### config.mk
export PLATFORM = sky130hd
export DESIGN_NAME = data_stack
export DESIGN_NICKNAME = d
export VERILOG_FILES = /design/src/rtl/data_stack_pkg.sv /design/src/rtl/stack_spill_ram.sv /design/src/rtl/data_stack.sv
export SDC_FILE = /design/constraint.sdc
export NUM_CORES = 1
export LEC_CHECK = 0
export CAP_MARGIN = 20
export CORE_ASPECT_RATIO = 1.75
export CORE_MARGIN = 4
export CORE_UTILIZATION = 51
export DETAILED_ROUTE_END_ITERATION = 7
export MAX_ROUTING_LAYER = met4
export PLACE_DENSITY = 0.67
export REMOVE_ABC_BUFFERS = 1
export SYNTH_ARGS = -nofsm -noshare
export SYNTH_HDL_FRONTEND = slang
export SYNTH_HIERARCHICAL = 1
export SYNTH_SLANG_ARGS = --single-unit
### constraint.sdc
create_clock -name clk -period 5.2 [get_ports clk]
set_input_delay 1.04 -clock clk [delete_from_list [all_inputs] [get_ports clk]]
set_output_delay 1.04 -clock clk [all_outputs]
set_load 0.005 [all_outputs]
### src/rtl/data_stack_pkg.sv
// Shared definitions for the Forth data stack: opcode encoding and the
// minimum stack depth each opcode needs before it may execute.
package data_stack_pkg;

    localparam logic [2:0] OP_NOP    = 3'd0;
    localparam logic [2:0] OP_PUSH   = 3'd1;
    localparam logic [2:0] OP_DROP   = 3'd2;
    localparam logic [2:0] OP_UNARY  = 3'd3;
    localparam logic [2:0] OP_BINARY = 3'd4;
    localparam logic [2:0] OP_DUP    = 3'd5;
    localparam logic [2:0] OP_SWAP   = 3'd6;
    localparam logic [2:0] OP_OVER   = 3'd7;

    function automatic logic [1:0] min_depth(input logic [2:0] op);
        logic [1:0] need;
        need = 2'd0;
        case (op)
            OP_NOP, OP_PUSH:              need = 2'd0;
            OP_DROP, OP_UNARY, OP_DUP:    need = 2'd1;
            OP_BINARY, OP_SWAP, OP_OVER:  need = 2'd2;
            default:                      need = 2'd0;
        endcase
        return need;
    endfunction

    // Push-class ops grow the stack by one and are blocked when full.
    function automatic logic is_push_op(input logic [2:0] op);
        return (op == OP_PUSH) || (op == OP_DUP) || (op == OP_OVER);
    endfunction

endpackage

### src/rtl/stack_spill_ram.sv
// Spill storage below the T/Y registers: synchronous write, asynchronous read.
module stack_spill_ram #(
    parameter int DATA_WIDTH = 16,
    parameter int DEPTH      = 16,
    parameter int PTR_WIDTH  = 4
) (
    input  logic                  clk,
    input  logic                  we,
    input  logic [PTR_WIDTH-1:0]  waddr,
    input  logic [DATA_WIDTH-1:0] wdata,
    input  logic [PTR_WIDTH-1:0]  raddr,
    output logic [DATA_WIDTH-1:0] rdata
);

    logic [DATA_WIDTH-1:0] mem [DEPTH];

    always_ff @(posedge clk) begin
        if (we) begin
            mem[waddr] <= wdata;
        end
    end

    assign rdata = mem[raddr];

endmodule

### src/rtl/data_stack.sv
// Forth data stack: T and Y held in registers for the ALU, deeper items
// spilled to a small RAM. One stack operation per clock.
import data_stack_pkg::*;

module data_stack #(
    parameter int DATA_WIDTH = 16,
    parameter int DEPTH      = 16,
    parameter int PTR_WIDTH  = 4
) (
    input  logic                  clk,
    input  logic                  reset,
    input  logic [2:0]            stackOp,
    input  logic [DATA_WIDTH-1:0] din,
    output logic [DATA_WIDTH-1:0] T,
    output logic [DATA_WIDTH-1:0] Y,
    output logic [PTR_WIDTH+1:0]  depth,
    output logic                  empty,
    output logic                  full,
    output logic                  overflow,
    output logic                  underflow
);

    localparam logic [PTR_WIDTH+1:0] CAPACITY = (PTR_WIDTH+2)'(DEPTH + 2);
    localparam logic [PTR_WIDTH+1:0] DEPTH_ONE = (PTR_WIDTH+2)'(1);
    localparam logic [PTR_WIDTH+1:0] DEPTH_TWO = (PTR_WIDTH+2)'(2);
    localparam logic [PTR_WIDTH:0]   SP_ONE    = (PTR_WIDTH+1)'(1);

    logic [PTR_WIDTH:0]    sp;
    logic [PTR_WIDTH:0]    sp_below;
    logic [DATA_WIDTH-1:0] ram_rdata;
    logic [DATA_WIDTH-1:0] refill;

    logic [PTR_WIDTH+1:0]  need;
    logic                  under_err;
    logic                  over_err;
    logic                  op_ok;

    logic [DATA_WIDTH-1:0] t_next;
    logic [DATA_WIDTH-1:0] y_next;
    logic [PTR_WIDTH+1:0]  depth_next;
    logic [PTR_WIDTH:0]    sp_next;
    logic                  spill_we;

    assign sp_below = sp - SP_ONE;
    assign refill   = (depth > DEPTH_TWO) ? ram_rdata : '0;
    assign empty    = (depth == '0);
    assign full     = (depth == CAPACITY);

    stack_spill_ram #(
        .DATA_WIDTH (DATA_WIDTH),
        .DEPTH      (DEPTH),
        .PTR_WIDTH  (PTR_WIDTH)
    ) u_spill_ram (
        .clk   (clk),
        .we    (spill_we),
        .waddr (sp[PTR_WIDTH-1:0]),
        .wdata (Y),
        .raddr (sp_below[PTR_WIDTH-1:0]),
        .rdata (ram_rdata)
    );

    // Underflow takes priority; an erroring op leaves every piece of state alone.
    always_comb begin
        need      = {{PTR_WIDTH{1'b0}}, min_depth(stackOp)};
        under_err = (depth < need);
        over_err  = !under_err && is_push_op(stackOp) && full;
        op_ok     = !under_err && !over_err;

        t_next     = T;
        y_next     = Y;
        depth_next = depth;
        sp_next    = sp;
        spill_we   = 1'b0;

        case (stackOp)
            OP_PUSH, OP_DUP, OP_OVER: begin
                if (stackOp == OP_PUSH) begin
                    t_next = din;
                end else if (stackOp == OP_DUP) begin
                    t_next = T;
                end else begin
                    t_next = Y;
                end
                y_next     = T;
                depth_next = depth + DEPTH_ONE;
                if (depth >= DEPTH_TWO) begin
                    spill_we = op_ok;
                    sp_next  = sp + SP_ONE;
                end
            end
            OP_DROP, OP_BINARY: begin
                t_next     = (stackOp == OP_DROP) ? Y : din;
                y_next     = refill;
                depth_next = depth - DEPTH_ONE;
                if (depth > DEPTH_TWO) begin
                    sp_next = sp_below;
                end
            end
            OP_UNARY: begin
                t_next = din;
            end
            OP_SWAP: begin
                t_next = Y;
                y_next = T;
            end
            default: begin
            end
        endcase
    end

    always_ff @(posedge clk) begin
        if (reset) begin
            T         <= '0;
            Y         <= '0;
            depth     <= '0;
            sp        <= '0;
            overflow  <= 1'b0;
            underflow <= 1'b0;
        end else begin
            overflow  <= over_err;
            underflow <= under_err;
            if (op_ok) begin
                T     <= t_next;
                Y     <= y_next;
                depth <= depth_next;
                sp    <= sp_next;
            end
        end
    end

endmodule

==> impl_metrics.env, run 1 <==
export IMPL_status="finished clean"
export IMPL_hold_depth=2
export IMPL_power_density_nw_per_um2=589
export IMPL_dr_pass1_iters=5
export IMPL_dieArea_sq_um=26700
export IMPL_maxCapViolCount=0
export IMPL_n_fill_cell=1748
export IMPL_ir_drop_mv=0.398
export IMPL_cts_tree="done"
export IMPL_clock_fmax_mhz=245
export IMPL_worst_slew_pin_transition_ns=1.01
export IMPL_period_share=0.785
export IMPL_cts_setup_buffers=0
export IMPL_synth_edff_count=256
export IMPL_clkLatencyLatePin_ns=0.54
export IMPL_worstHoldEndpoint="depth[4]$_SDFFE_PP0P_"
export IMPL_synthArstFlopShare=0
export IMPL_final_util=0.607
export IMPL_diodes=0
export IMPL_rsz0062_at_grt="no"
export IMPL_vias=6614
export IMPL_cp_num_buf_inv=2
export IMPL_synth_top_cell_area_share=0.627
export IMPL_fin_ws_ns=1.12
export IMPL_critPathLaunch="stackOp[1]"
export IMPL_finalHoldViolCount=0
export IMPL_setup_viol=0
export IMPL_dr_first_iter_drc_count=598
export IMPL_worstRegToRegCells=8
export IMPL_critPathLaunchType="primary input"
export IMPL_hold_path_startpoint="depth[4]$_SDFFE_PP0P_"
export IMPL_grt_pass1_vias=7131
export IMPL_hpwl_mm=19.6
export IMPL_grt_max_degree=43
export IMPL_totalWireLength_mm=29.2
export IMPL_cp_arrival_ns=4.32
export IMPL_syn_area_per_cell_sq_um=18.1
export IMPL_hp_class="reg2reg"
export IMPL_syn_instance_count=676
export IMPL_cts_hold_buffers=0
export IMPL_ys_ff_latch=300
export IMPL_grt_usage=0.229
export IMPL_max_stage_delay_ns=0.70
export IMPL_dp_slack_ns=0.619
export IMPL_crit_type="in2reg"
export IMPL_yosysWarnings=6
export IMPL_core_sq_um=23500
export IMPL_die_width_um=125
export IMPL_crit_required_ns=5.44
export IMPL_tns_ns=0
export IMPL_cts_resized=0
export IMPL_vias_per_cell=6.10
export IMPL_post_drt_wl_per_cell_um=26.9
export IMPL_min_period_ns=4.08
export IMPL_regToRegStartpoint="sp[0]$_SDFFE_PP0P_"
export IMPL_rows=74
export IMPL_yosys_top_cells_area="edfxtp_1 63%, mux4_2 9.9%, dfxtp_1 7.2%, a211oi_2 3.3%, a22oi_1 2.9%"
export IMPL_clk_pin_slew_ns=0.07
export IMPL_power_mw=8.41
export IMPL_seqCellArea_sq_um=8570
export IMPL_final_area_sq_um=14300
export IMPL_antenna_found_initial=0
export IMPL_io_pins=63
export IMPL_globalplace_congestion=0.858
export IMPL_synth_top_cells_by_count="256 x edfxtp_1, 54 x mux4_2, 54 x nor2_1"
export IMPL_initial_core_util=0.522
export IMPL_placed_area_sq_um=13300
export IMPL_critical_path_most_common_cell="nor2_1"
export IMPL_syn_area_sq_um=12300
export IMPL_yosysSeqAreaShare=0.698
export IMPL_grt_pass1_wl_mm=44.3
export IMPL_yosysUniqueCellTypes=46
export IMPL_die_y_um=213
export IMPL_syn_to_final_growth_pct=16.3
export IMPL_cp_end_kind="register"
export IMPL_ys_flop_type="edfxtp_1"
export IMPL_worst_path_dominant_cell_family="simple AND/OR/NAND/NOR gates"
export IMPL_postRouteAntennaNets=0
export IMPL_htreeDepth=1
export IMPL_grt_overflow_total=0
export IMPL_drive_gt1_frac=0.233
export IMPL_crit_fanout=9
export IMPL_cp_cell_sequence="clkdlybuf4s50_1, nand2b_1, nand2_1, ha_1, a21o_1, a31o_2, a21oi_1, nor2_1, nand3_1, nor2_1, buf_4"
export IMPL_cp_slowest_cell="nor2_1"
export IMPL_report_final_slew_viol_count=0
export IMPL_clock_skew_ns=0.0139
export IMPL_synth_most_common_cell="edfxtp_1"
export IMPL_multi_input_area_sq_um=3450
export IMPL_r2r_end="Y[3]$_SDFFE_PP0P_"
export IMPL_nNetsFinal=788
export IMPL_synth_top_cell_by_area="edfxtp_1"
export IMPL_reg2reg_slack_ns=1.69
export IMPL_cts_sinks=300
export IMPL_clockBufferDepth=3
export IMPL_slew_headroom=0.326
export IMPL_drc_errors=0
export IMPL_cts_made_buffers=27
export IMPL_portBuffers=62
export IMPL_cts_root_buf="clkbuf_16"
export IMPL_p_leak_nw=4.83
## metal layers
| layer | global-route usage | vias up | part of all wire |
|---|---|---|---|
| li1 | - | 2911 | - |
| met1 | 0.257 | 3409 | 0.35 |
| met2 | 0.407 | 234 | 0.54 |
| met3 | 0.0325 | 60 | 0.057 |
| met4 | 0.101 | 0 | 0.047 |
| met5 | - | - | 0 |
## worst reg2reg max path: stages, from the launching register on
cell and delay [ns]:
dfxtp_1 0.48, clkinv_2 0.13, buf_4 0.40, buf_4 0.75, mux4_2 0.69, a22oi_1 0.46
nand2_1 0.10, a22oi_1 0.26, a211oi_2 0.11
## report_power, final
group          switching, mW  total [mW]  internal, mW  leakage, nW
logic                   1.50        2.70          1.20         1.64
clock network          0.847        2.11          1.26        0.472
registers              0.503        3.60          3.09         2.71
## cells by family after synthesis
| logic type | share of synthesized area |
|---|---|
| xor gates and xnor gates | 0.00632 |
| muxes | 0.138 |
| DFF | 0.698 |
| AOI/OAI and AO/OA | 0.0835 |
| and+or+nand+nor | 0.0417 |
| adders and majority gates | 0.00877 |
| buffers and inverters | 0.0234 |
## metrics by stage
step / hold WS [ns] / cells
2_1_floorplan: 0.479 / 633
3_3_place_gp: 0.526 / 1034
5_1_grt: 0.560 / 1084
6_report: 0.544 / 1084
4_1_cts: 0.544 / 1084
3_5_place_dp: 0.532 / 1034
## worst max-delay path by stage
stage / to / slack, ns / cells past startpoint
after CTS: u_spill_ram/mem[14][5]$_DFFE_PP_ / 1.15 / 11
final: u_spill_ram/mem[14][10]$_DFFE_PP_ / 1.12 / 11
after detailed placement: u_spill_ram/mem[14][10]$_DFFE_PP_ / 0.62 / 11
after global placement: u_spill_ram/mem[14][10]$_DFFE_PP_ / 0.72 / 11
after floorplan: Y[0]$_SDFFE_PP0P_ / -0.09 / 8
after global routing: u_spill_ram/mem[14][10]$_DFFE_PP_ / 0.97 / 11
## layout make-up
| type | count | area share |
|---|---|---|
| sequential | 300 | 0.601 |
| multi-input combinational | 328 | 0.242 |
| timing repair buffer | 97 | 0.0616 |
| clock buffer | 41 | 0.0583 |
| tap | 304 | 0.0267 |
| clock inverter | 9 | 0.00930 |
| inverter | 5 | 0.00140 |
## sequential cells by signal (all words and copies together), names as in the netlist
name and count:
underflow 1, sp 4, depth 6, overflow 1, Y 16, T 16, u_spill_ram/mem 256
## layout by cell type (no fill, tap or decap), types with 10 or more instances in the layout
cell type          n
a21oi_1           10
buf_4             35
nand2_1           22
edfxtp_1         256
a22oi_1           48
a211oi_2          32
mux4_2            54
mux2i_1           20
clkbuf_16         30
nor2_1            53
mux4_1            10
clkdlybuf4s50_1   61
dfxtp_1           44
Note: power is estimated with default switching activity, not from simulation.
==> run 2: changes to the inputs <==
Clock period 5.2 ns to 4.09 ns, I/O delays scaled along.
==> impl_metrics.env, run 2 (synthesis gave the netlist of run 1 again) <==
export IMPL_status="finished clean"
export IMPL_cp_arrival_ns=3.62
export IMPL_dp_cells=1039
export IMPL_cp_end_kind="register"
export IMPL_r2r_end="Y[4]$_SDFFE_PP0P_"
export IMPL_reg2reg_slack_ns=0.86
export IMPL_worst_slew_pin_transition_ns=0.944
export IMPL_grt_overflow_total=0
export IMPL_critPathLaunchType="register"
export IMPL_clkLatencyLatePin_ns=0.54
export IMPL_grt_pass1_wl_mm=41.3
export IMPL_n_fill_cell=1759
export IMPL_dieArea_sq_um=26700
export IMPL_grt_max_degree=65
export IMPL_diodes=0
export IMPL_crit_fanout=20
export IMPL_regToRegStartpoint="sp[0]$_SDFFE_PP0P_"
export IMPL_final_area_sq_um=14200
export IMPL_mostFrequentLayoutCells="256 x edfxtp_1, 61 x clkdlybuf4s50_1, 54 x mux4_2"
export IMPL_maxCapViolCount=0
export IMPL_clockBufferDepth=3
export IMPL_core_sq_um=23500
export IMPL_io_pins=63
export IMPL_clk_pin_slew_ns=0.07
export IMPL_hold_depth=2
export IMPL_die_y_um=213
export IMPL_cts_root_buf="clkbuf_16"
export IMPL_cts_setup_buffers=0
export IMPL_cts_sinks=300
export IMPL_finalHoldViolCount=0
export IMPL_ir_drop_mv=0.549
export IMPL_portBuffers=62
export IMPL_postRouteAntennaNets=0
export IMPL_post_drt_wl_per_cell_um=24.3
export IMPL_p_leak_nw=4.81
export IMPL_grt_pass1_vias=7012
export IMPL_syn_to_final_growth_pct=15.7
export IMPL_placed_area_sq_um=13400
export IMPL_hp_class="reg2reg"
export IMPL_drive_gt1_frac=0.234
export IMPL_antenna_found_initial=0
export IMPL_largest_reg_flops=256
export IMPL_cts_resized=0
export IMPL_htreeDepth=1
export IMPL_crit_type="reg2reg"
export IMPL_die_width_um=125
export IMPL_met1_usage=0.256
export IMPL_hpwl_mm=17.1
export IMPL_power_mw=10.2
export IMPL_initial_core_util=0.522
export IMPL_rsz0062_at_grt="no"
export IMPL_report_final_slew_viol_count=0
export IMPL_cts_hold_buffers=0
export IMPL_cts_tree="done"
export IMPL_use_met3=0.0273
export IMPL_crit_required_ns=4.48
export IMPL_clock_fmax_mhz=310
export IMPL_regMostFlops="u_spill_ram/mem"
export IMPL_globalRoute_busiestLayer="met2"
export IMPL_stdcell_count=1087
export IMPL_worstRegToRegCells=9
export IMPL_vias_per_cell=6.03
export IMPL_layout_commonest_cell="edfxtp_1"
export IMPL_cts_made_buffers=27
export IMPL_use_met2=0.364
export IMPL_worstHoldEndpoint="depth[4]$_SDFFE_PP0P_"
export IMPL_min_period_ns=3.23
export IMPL_clock_skew_ns=0.0142
export IMPL_drc_errors=0
export IMPL_dr_pass1_iters=5
export IMPL_globalplace_congestion=0.802
export IMPL_rows=74
export IMPL_totalWireLength_mm=26.4
export IMPL_hold_slack_ns=0.518
export IMPL_reg_top3="u_spill_ram/mem: 256 flops, T: 16 flops, Y: 16 flops"
export IMPL_period_share=0.790
export IMPL_hold_path_startpoint="depth[4]$_SDFFE_PP0P_"
export IMPL_grt_usage=0.209
export IMPL_vias=6553
export IMPL_power_density_nw_per_um2=720
export IMPL_slew_headroom=0.370
export IMPL_dr_first_iter_drc_count=580
export IMPL_nNetsFinal=793
export IMPL_setup_viol=0
-- run 2: cell types whose count changed in the layout (fill, tap and decap cells not counted), sizes merged --
cell	before	now
clkbuf	41	32
clkinv	4	13
clkinvlp	1	0
bufinv	3	2
buf	36	41
-- run 2: power breakdown --
| group | switching (mW) | total [mW] | internal (mW) |
|---|---|---|---|
| combinational | 1.80 | 3.35 | 1.54 |
| sequential | 0.548 | 4.48 | 3.93 |
| clock | 1.06 | 2.40 | 1.34 |
-- run 2: layout make-up --
cell class / count / area, sq um / share of cell area
Clock inverter: 16 / 140 / 0.00987
Tap cell: 304 / 380 / 0.0268
Clock buffer: 32 / 694 / 0.0489
Multi-Input combinational cell: 328 / 3450 / 0.243
Timing Repair Buffer: 102 / 941 / 0.0663
Inverter: 5 / 20.0 / 0.00141
Sequential cell: 300 / 8570 / 0.603
-- run 2: worst max-delay path by stage --
| stage | from | end | slack, ns | depth (start not counted) |
|---|---|---|---|---|
| 2_1_floorplan | sp[0]$_SDFFE_PP0P_ | Y[0]$_SDFFE_PP0P_ | -1.20 | 8 |
| 3_3_place_gp | stackOp[1] | u_spill_ram/mem[0][10]$_DFFE_PP_ | 0.43 | 11 |
| 3_5_place_dp | stackOp[1] | u_spill_ram/mem[0][3]$_DFFE_PP_ | 0.35 | 11 |
| 4_1_cts | sp[0]$_SDFFE_PP0P_ | Y[4]$_SDFFE_PP0P_ | 0.89 | 9 |
| 5_1_grt | sp[0]$_SDFFE_PP0P_ | Y[4]$_SDFFE_PP0P_ | 0.66 | 9 |
| 6_report | sp[0]$_SDFFE_PP0P_ | Y[4]$_SDFFE_PP0P_ | 0.86 | 9 |
-- run 2: routing by layer --
layer  up-vias  share of wire
li1       2920              -
met1      3409           0.39
met2       179           0.53
met3        45          0.046
met4         0          0.027
met5         -              0
-- run 2: worst max-delay path, cell delays in order, from the launching register on --
cell      delay (ns)
dfxtp_1         0.68
clkinv_2        0.19
ha_1            0.38
inv_2           0.40
buf_4           0.33
mux4_1          0.33
a22oi_1         0.31
nand2_1         0.13
a22oi_1         0.22
a211oi_2        0.10
-- run 2: metrics by stage --
stage / setup slack, ns / util / setup TNS, ns
after global routing: 0.663 / 0.604 / 0
final: 0.860 / 0.604 / 0
after global placement: 0.433 / 0.568 / 0
after floorplan: -1.20 / - / -19.20
after detailed placement: 0.347 / 0.568 / 0
after CTS: 0.890 / 0.604 / 0
==> run 3: changes to the inputs <==
Clock period 4.09 ns to 3.1 ns, I/O delays scaled along.
==> impl_metrics.env, run 3 (synthesis gave the netlist of run 1 again) <==
export IMPL_portBuffers=62
export IMPL_grt_overflow_total=0
export IMPL_initial_core_util=0.522
export IMPL_die_width_um=125
export IMPL_clockBufferDepth=3
export IMPL_worst_path_dominant_cell_family="simple AND/OR/NAND/NOR gates"
export IMPL_cp_cell_sequence="or4_1, nor3_1, clkdlybuf4s50_1"
export IMPL_reg_top3="u_spill_ram/mem: 256 flops, T: 16 flops, Y: 16 flops"
export IMPL_grt_pass1_wl_mm=42.5
export IMPL_htreeDepth=1
export IMPL_report_final_slew_viol_count=0
export IMPL_swShare=0.326
export IMPL_totalWireLength_mm=27.1
export IMPL_cts_setup_buffers=0
export IMPL_cts_hold_buffers=0
export IMPL_post_drt_wl_per_cell_um=24.3
export IMPL_syn_to_final_growth_pct=19.2
export IMPL_crit_type="reg2out"
export IMPL_slew_headroom=0.475
export IMPL_power_switching_mw=4.56
export IMPL_seqPwrFrac=0.389
export IMPL_worst_slew_pin_transition_ns=0.787
export IMPL_core_sq_um=23500
export IMPL_cp_num_buf_inv=1
export IMPL_max_stage_delay_ns=0.69
export IMPL_crit_fanout=6
export IMPL_cts_tree="done"
export IMPL_grt_usage=0.215
export IMPL_dp_cells=1067
export IMPL_dr_first_iter_drc_count=513
export IMPL_status="finished clean"
export IMPL_power_mw=14.0
export IMPL_cts_resized=0
export IMPL_rsz0062_at_grt="no"
export IMPL_io_pins=63
export IMPL_fin_ws_ns=0.180
export IMPL_min_period_ns=2.92
export IMPL_vias_per_cell=5.99
export IMPL_drc_errors=0
export IMPL_vias=6680
export IMPL_nNetsFinal=821
export IMPL_dr_pass1_iters=5
export IMPL_cp_slowest_cell="or4_1"
export IMPL_dieArea_sq_um=26700
export IMPL_stdcell_count=1116
export IMPL_die_y_um=213
export IMPL_hp_class="reg2reg"
export IMPL_maxCapViolCount=0
export IMPL_clock_skew_ns=0.00918
export IMPL_antenna_found_initial=0
export IMPL_period_share=0.942
export IMPL_combPwrFrac=0.367
export IMPL_hpwl_mm=17.6
export IMPL_clkPwrFrac=0.244
export IMPL_clk_pin_slew_ns=0.06
export IMPL_mostFrequentLayoutCells="256 x edfxtp_1, 61 x clkdlybuf4s50_1, 54 x buf_4, 54 x mux4_2, 53 x nor2_1"
export IMPL_cp_end_kind="primary output"
export IMPL_ir_drop_mv=0.659
export IMPL_grt_max_degree=65
export IMPL_largest_reg_flops=256
export IMPL_regMostFlops="u_spill_ram/mem"
export IMPL_p_int_mw=9.45
export IMPL_grt_pass1_vias=7222
export IMPL_cts_made_buffers=27
export IMPL_cts_sinks=300
export IMPL_drive_gt1_frac=0.257
export IMPL_p_leak_nw=5.02
export IMPL_critPathLaunchType="register"
export IMPL_setup_viol=0
export IMPL_rows=74
export IMPL_diodes=0
export IMPL_reg2reg_slack_ns=0.35
export IMPL_crit_required_ns=2.48
export IMPL_postRouteAntennaNets=0
export IMPL_cts_root_buf="clkbuf_16"
export IMPL_layout_commonest_cell="edfxtp_1"
export IMPL_clkLatencyLatePin_ns=0.54
export IMPL_cp_arrival_ns=2.30
export IMPL_power_density_nw_per_um2=958
export IMPL_globalplace_congestion=0.807
export IMPL_dp_slack_ns=-0.247
export IMPL_clock_fmax_mhz=342
export IMPL_finalHoldViolCount=0
## run 3: changes by cell type in the layout (fill, tap and decap cells not counted)
cell,before,now
buf_12,2,12
buf_16,0,1
buf_4,38,54
buf_6,0,1
bufinv_16,2,5
clkbuf_1,5,2
clkinv_1,4,10
clkinv_2,7,5
clkinv_4,2,1
inv_6,2,0
## run 3: cell type report
| class | instances | area, sq um |
|---|---|---|
| tap | 304 | 380 |
| timing repair buffer | 130 | 1300 |
| clock buffer | 29 | 683 |
| sequential | 300 | 8570 |
| fill | 1720 | 8890 |
| multi-input combinational | 328 | 3450 |
| inverter | 5 | 20.0 |
| clock inverter | 20 | 216 |
## run 3: per-layer routing
metal,track usage,vias up,share of wire
li1,-,2971,-
met1,0.264,3469,0.39
met2,0.372,192,0.53
met3,0.0220,48,0.045
met4,0.0771,0,0.033
met5,-,-,0
## run 3: through the flow
stage | util | TNS, ns | instance area (sq um) | hold WS [ns]
floorplan | - | -65.07 | 12000 | 0.479
finish | 0.622 | 0 | 14600 | 0.460
global placement | 0.582 | -12.96 | 13700 | 0.443
detailed placement | 0.584 | -31.60 | 13700 | 0.447
CTS | 0.622 | 0 | 14600 | 0.466
global route | 0.622 | 0 | 14600 | 0.468
## run 3: worst reg2reg max path, delay by kind of cell (launching register included)
family	cells	cell delay (ns)
simple gates	2	0.84
xor+xnor	1	0.32
buf+inv	1	0.09
flops	1	0.63
compound gates	3	0.55
fa+ha+maj	1	0.24
## run 3: path summary, 6_finish.rpt
path	start	to	cells past startpoint
setup reg to reg	sp[1]$_SDFFE_PP0P_	Y[4]$_SDFFE_PP0P_	8
hold reg to reg	Y[13]$_SDFFE_PP0P_	u_spill_ram/mem[13][13]$_DFFE_PP_	0
hold / removal	Y[13]$_SDFFE_PP0P_	u_spill_ram/mem[13][13]$_DFFE_PP_	0
setup / recovery	depth[2]$_SDFFE_PP0P_	empty	3
## run 3: power groups by stage
stage / clock (mW) / combinational (mW) / sequential [mW]
6_report: 3.41 / 5.15 / 5.45
5_1_grt: 3.62 / 5.58 / 5.49
4_1_cts: 3.46 / 5.22 / 5.46
3_5_place_dp: 0 / 5.20 / 5.54
3_3_place_gp: 0 / 4.99 / 5.52
2_1_floorplan: 0 / 2.85 / 5.71
